<file path="config.mk">
export PLATFORM = sky130hd
export DESIGN_NAME = div_unit
export DESIGN_NICKNAME = d
export VERILOG_FILES = /design/src/rtl/div_unit.sv
export SDC_FILE = /design/constraint.sdc
export NUM_CORES = 1
export LEC_CHECK = 0
export ABC_AREA = 1
export CORE_MARGIN = 3
export CORE_UTILIZATION = 45
export CTS_BUF_LIST = sky130_fd_sc_hd__clkbuf_4 sky130_fd_sc_hd__clkbuf_8
export CTS_CLUSTER_SIZE = 24
export DETAILED_ROUTE_END_ITERATION = 6
export PLACE_DENSITY_LB_ADDON = 0.1
export SYNTH_ARGS = -nofsm -noshare
export SYNTH_HDL_FRONTEND = slang
export SYNTH_SLANG_ARGS = --single-unit
</file>
<file path="constraint.sdc">
create_clock -name clk -period 10.7 [get_ports clk]
set_input_delay 2.14 -clock clk [delete_from_list [all_inputs] [get_ports clk]]
set_output_delay 2.14 -clock clk [all_outputs]
set_load 0.02 [all_outputs]
</file>
<file path="src/rtl/div_unit.sv">
// -----------------------------------------------------------------------------
// div_unit
//
// Iterative restoring radix-2 divider for the EX stage. Executes DIV (signed)
// and DIVU (unsigned), one quotient bit per clock, and delivers
// {remainder (HI), quotient (LO)} to the HI/LO write path.
//
// Ports:
//   clk        clock, all state updates on the rising edge
//   rst        asynchronous active-high reset
//   start      divide instruction valid in EX (held until ready is seen)
//   signed_div 1 = DIV (two's complement), 0 = DIVU
//   dividend   rs value, sampled only on the accept cycle
//   divisor    rt value, sampled only on the accept cycle
//   annul      kills the EX instruction, aborts any operation in progress
//   result     {remainder, quotient}, updated only when ready pulses
//   ready      one-cycle pulse, result valid in the same cycle
//   div_stall  combinational stall request to the hazard unit
// -----------------------------------------------------------------------------
module div_unit #(
   parameter int DATA_W = 32
) (
   input  logic                  clk,
   input  logic                  rst,
   input  logic                  start,
   input  logic                  signed_div,
   input  logic [DATA_W-1:0]     dividend,
   input  logic [DATA_W-1:0]     divisor,
   input  logic                  annul,
   output logic [2*DATA_W-1:0]   result,
   output logic                  ready,
   output logic                  div_stall
);

   localparam int CNT_W = (DATA_W > 2) ? $clog2(DATA_W) : 1;
   localparam logic [CNT_W-1:0] LAST_CNT = CNT_W'(DATA_W - 1);

   typedef enum logic [1:0] {
      IDLE,
      BUSY,
      DZERO,
      DONE
   } state_t;

   state_t              state;
   logic [CNT_W-1:0]    counter;
   logic [DATA_W-1:0]   rem_q;
   logic [DATA_W-1:0]   quo_q;
   logic [DATA_W-1:0]   dvs_q;
   logic                sign_q;
   logic                sign_r;

   logic                dividend_neg;
   logic                divisor_neg;
   logic [DATA_W-1:0]   dividend_mag;
   logic [DATA_W-1:0]   divisor_mag;
   logic [DATA_W:0]     shifted;
   logic [DATA_W:0]     trial;
   logic                trial_ok;
   logic [DATA_W-1:0]   rem_next;
   logic [DATA_W-1:0]   quo_next;
   logic [DATA_W-1:0]   quo_fixed;
   logic [DATA_W-1:0]   rem_fixed;

   // The stall holds F/D/E while the divide is outstanding; it drops in the
   // ready cycle so EX can advance, and annul always releases it.
   assign div_stall = start & ~ready & ~annul;

   // Operand magnitudes. Negating INT_MIN yields INT_MIN, which is the correct
   // unsigned magnitude 2^(DATA_W-1).
   assign dividend_neg = signed_div & dividend[DATA_W-1];
   assign divisor_neg  = signed_div & divisor[DATA_W-1];
   assign dividend_mag = dividend_neg ? -dividend : dividend;
   assign divisor_mag  = divisor_neg  ? -divisor  : divisor;

   // One restoring step: quo_q doubles as the dividend shift register, its MSB
   // feeds the partial remainder and the new quotient bit enters at the LSB.
   // The extra top bit of the trial subtraction is the borrow.
   assign shifted  = {rem_q, quo_q[DATA_W-1]};
   assign trial    = shifted - {1'b0, dvs_q};
   assign trial_ok = ~trial[DATA_W];
   assign rem_next = trial_ok ? trial[DATA_W-1:0] : shifted[DATA_W-1:0];
   assign quo_next = {quo_q[DATA_W-2:0], trial_ok};

   // Sign correction of the final step's values, applied as they are
   // registered into result on the edge that enters DONE.
   assign quo_fixed = sign_q ? -quo_next : quo_next;
   assign rem_fixed = sign_r ? -rem_next : rem_next;

   // Control FSM and datapath registers. ready and result are registered on
   // the transition into DONE, so they are valid throughout the DONE cycle and
   // result then holds until the next completion.
   always_ff @(posedge clk or posedge rst) begin
      if (rst) begin
         state   <= IDLE;
         counter <= '0;
         rem_q   <= '0;
         quo_q   <= '0;
         dvs_q   <= '0;
         sign_q  <= 1'b0;
         sign_r  <= 1'b0;
         result  <= '0;
         ready   <= 1'b0;
      end else begin
         case (state)
            IDLE: begin
               ready <= 1'b0;
               if (start && !annul) begin
                  counter <= '0;
                  rem_q   <= '0;
                  quo_q   <= dividend_mag;
                  dvs_q   <= divisor_mag;
                  sign_q  <= dividend_neg ^ divisor_neg;
                  sign_r  <= dividend_neg;
                  if (divisor == '0) begin
                     state <= DZERO;
                  end else begin
                     state <= BUSY;
                  end
               end
            end

            BUSY: begin
               if (annul) begin
                  state <= IDLE;
               end else begin
                  rem_q   <= rem_next;
                  quo_q   <= quo_next;
                  counter <= counter + CNT_W'(1);
                  if (counter == LAST_CNT) begin
                     state  <= DONE;
                     ready  <= 1'b1;
                     result <= {rem_fixed, quo_fixed};
                  end
               end
            end

            DZERO: begin
               if (annul) begin
                  state <= IDLE;
               end else begin
                  state  <= DONE;
                  ready  <= 1'b1;
                  result <= '0;
               end
            end

            DONE: begin
               // start seen here still belongs to the finishing instruction.
               ready <= 1'b0;
               state <= IDLE;
            end

            default: begin
               ready <= 1'b0;
               state <= IDLE;
            end
         endcase
      end
   end

endmodule

</file>
==> impl_metrics.yaml <==
status:
  status: "completed"
clocking:
  root_buffer: "clkbuf_8"
  htreeDepth: 4
  numClockSinks: 170
  cts_resized: 0
  post_cts_buffers: 0
  ctsHoldBuffers: 0
  clkLatencyLatePin_ns: 0.47
  clock_path_buffers: 2
  cts_made_buffers: 17
  clk_pin_slew_ns: 0.09
  cts_tree: "built"
worst_hold_path:
  min_path_type: "flop to flop"
timing:
  skew_ns: 0.0198
  slew_headroom_pct: 20.8
  fin_ws_ns: 5.05
  fmax_ghz: 0.177
  tightestPinTransition_ns: 1.18
  finalSetupTns_ns: 0
  finalCriticalPeriod_ns: 5.65
  finalSetupViolCount: 0
  finalCritPeriodShare_pct: 52.8
  rsz0062_at_grt: "no"
  hold_viol_final: 0
  drv_slew: 0
drt:
  wl_per_cell_um: 17.1
  vias: 13400
  dr.pass1.iters: 5
  ant_nets: 0
  route.detailed.drc: 0
  drt-total-wl_mm: 44.0
  first_iter_violations: 1015
  post_drt_via_cell_ratio: 5.24
setup_path:
  crit_top_cell: "clkdlybuf4s50_1"
  critPathKind: "input pin to primary output"
  crit_arrival_ns: 3.51
  worst-path-max-fanout: 4
  worstSetupStartpointType: "input pin"
  path_cells: "clkdlybuf4s50_1, inv_1, nand2_1, nor2_1, clkdlybuf4s50_1"
  cp-end-kind: "primary output"
  max_stage_delay_ns: 0.61
  cp.required_ns: 8.56
  slowest_stage: "clkdlybuf4s50_1"
floorplan:
  die_y_um: 178
  core_um2: 28900
  die_x_um: 178
  ios: 135
  start_util_pct: 46.0
  dieArea_um2: 31700
  rows: 62
synthesis:
  seq_area_frac_synth_pct: 31.9
  syn_inst: 2068
  synthFlopType: "dfrtp_1"
  ys_top_cells_by_count: "nand2_1 (715), inv_1 (288), nor2_1 (192), dfrtp_1 (170), nand3_1 (125)"
  synth_top_area_share_pct: 31.9
  synth.most_common_cell: "nand2_1"
  syn_avg_cell_area_um2: 6.44
  yosysWarnings: 0
  syn_nets: 2180
  yosysUniqueCellTypes: 54
  synth_area_leaders: "dfrtp_1 (32%), nand2_1 (20%), inv_1 (8.1%)"
  netlist_area_um2: 13300
  synth-seq-cells: 170
  synth_top_cell_by_area: "dfrtp_1"
  synthArstFlopShare_pct: 100
  synth_edf_count: 0
finish:
  fillers: 2893
  fin_nets: 2281
  antenna_cells: 0
  drive_gt1_share_pct: 5.68
  final_core_util_pct: 53.0
  syn2layout_area_growth_pct: 15.2
global_routing:
  grt_max_degree: 65
  antenna_found_initial: 0
  first_global_vias: 12700
  grt_pass1_wl_mm: 69.6
  gr-total-overflow: 0
  grt.total_usage_pct: 28.1
flow_run:
  drv_cap: 0
place:
  place_congestion: 0.935
  place_hpwl_mm: 33.9
  pre_cts_slack_ns: 5.03
  port_buffers: 134
==> area by class of cell <==
type                            count  area [um2]  area share, %
Inverter                          301        1140           7.42
Tap cell                          384         480           3.13
Clock inverter                     13         161           1.05
Timing Repair Buffer              143        1410           9.19
Clock buffer                       19         255           1.66
Sequential cell                   170        4250           27.7
Multi-Input combinational cell   1536        7640           49.8
==> registers in the layout, indices dropped and copies added, names as in the netlist <==
name     flops
state        2
result      64
sign_r       1
ready        1
sign_q       1
rem_q       32
counter      5
quo_q       32
dvs_q       32
==> stage by stage <==
stage | hold WS, ns | instances | area (um2)
after CTS | 0.490 | 2566 | 15300
after floorplan | 0.453 | 2068 | 13300
final | 0.483 | 2566 | 15300
after global routing | 0.509 | 2566 | 15300
after detailed placement | 0.464 | 2534 | 14900
after global placement | 0.464 | 2534 | 14900
==> cell families after synthesis <==
family | Yosys count | synth area share (%)
compound gates | 261 | 11.8
flops | 170 | 31.9
xor+xnor | 68 | 4.47
simple gates | 1164 | 37.0
fa+ha+maj | 43 | 4.10
buf+inv | 362 | 10.8
==> final timing paths <==
kind,start,cells after the start,endpoint,slack (ns)
max in group asynchronous,rst,3,rem_q[24],7.42
worst min-delay path,result[56],2,result[56],0.48
worst max-delay path,annul,5,div_stall,5.05
worst min register to register,result[56],2,result[56],0.48
worst max register to register,quo_q[31],27,result[28],5.58
min in group asynchronous,rst,2,dvs_q[4],2.05
==> cells in the final DEF (no fill, tap or decap), types with 31 or more instances in the layout <==
cell type,instances
o21ai_0,99
a21oi_1,47
clkdlybuf4s50_1,134
inv_1,287
nand2_2,32
nand3_1,124
dfrtp_1,170
nand2_1,715
o221ai_1,31
nor2_1,191
ha_1,42
xor2_1,59
==> critical path: cells and delay by family <==
kind	cells	cell delay [ns]
buffers and inverters	3	1.18
and+or+nand+nor	2	0.19
==> routing by layer <==
layer	share of wire, %	global-route usage (%)	vias up
li1	-	-	6771
met1	47	40.1	6189
met2	45	44.6	419
met3	5.3	3.66	59
met4	2.7	8.05	0
met5	0	0	-
Power is left out: the tool's default activity adds up to more than one toggle a clock period on the data nets, which glitch-free logic cannot reach.
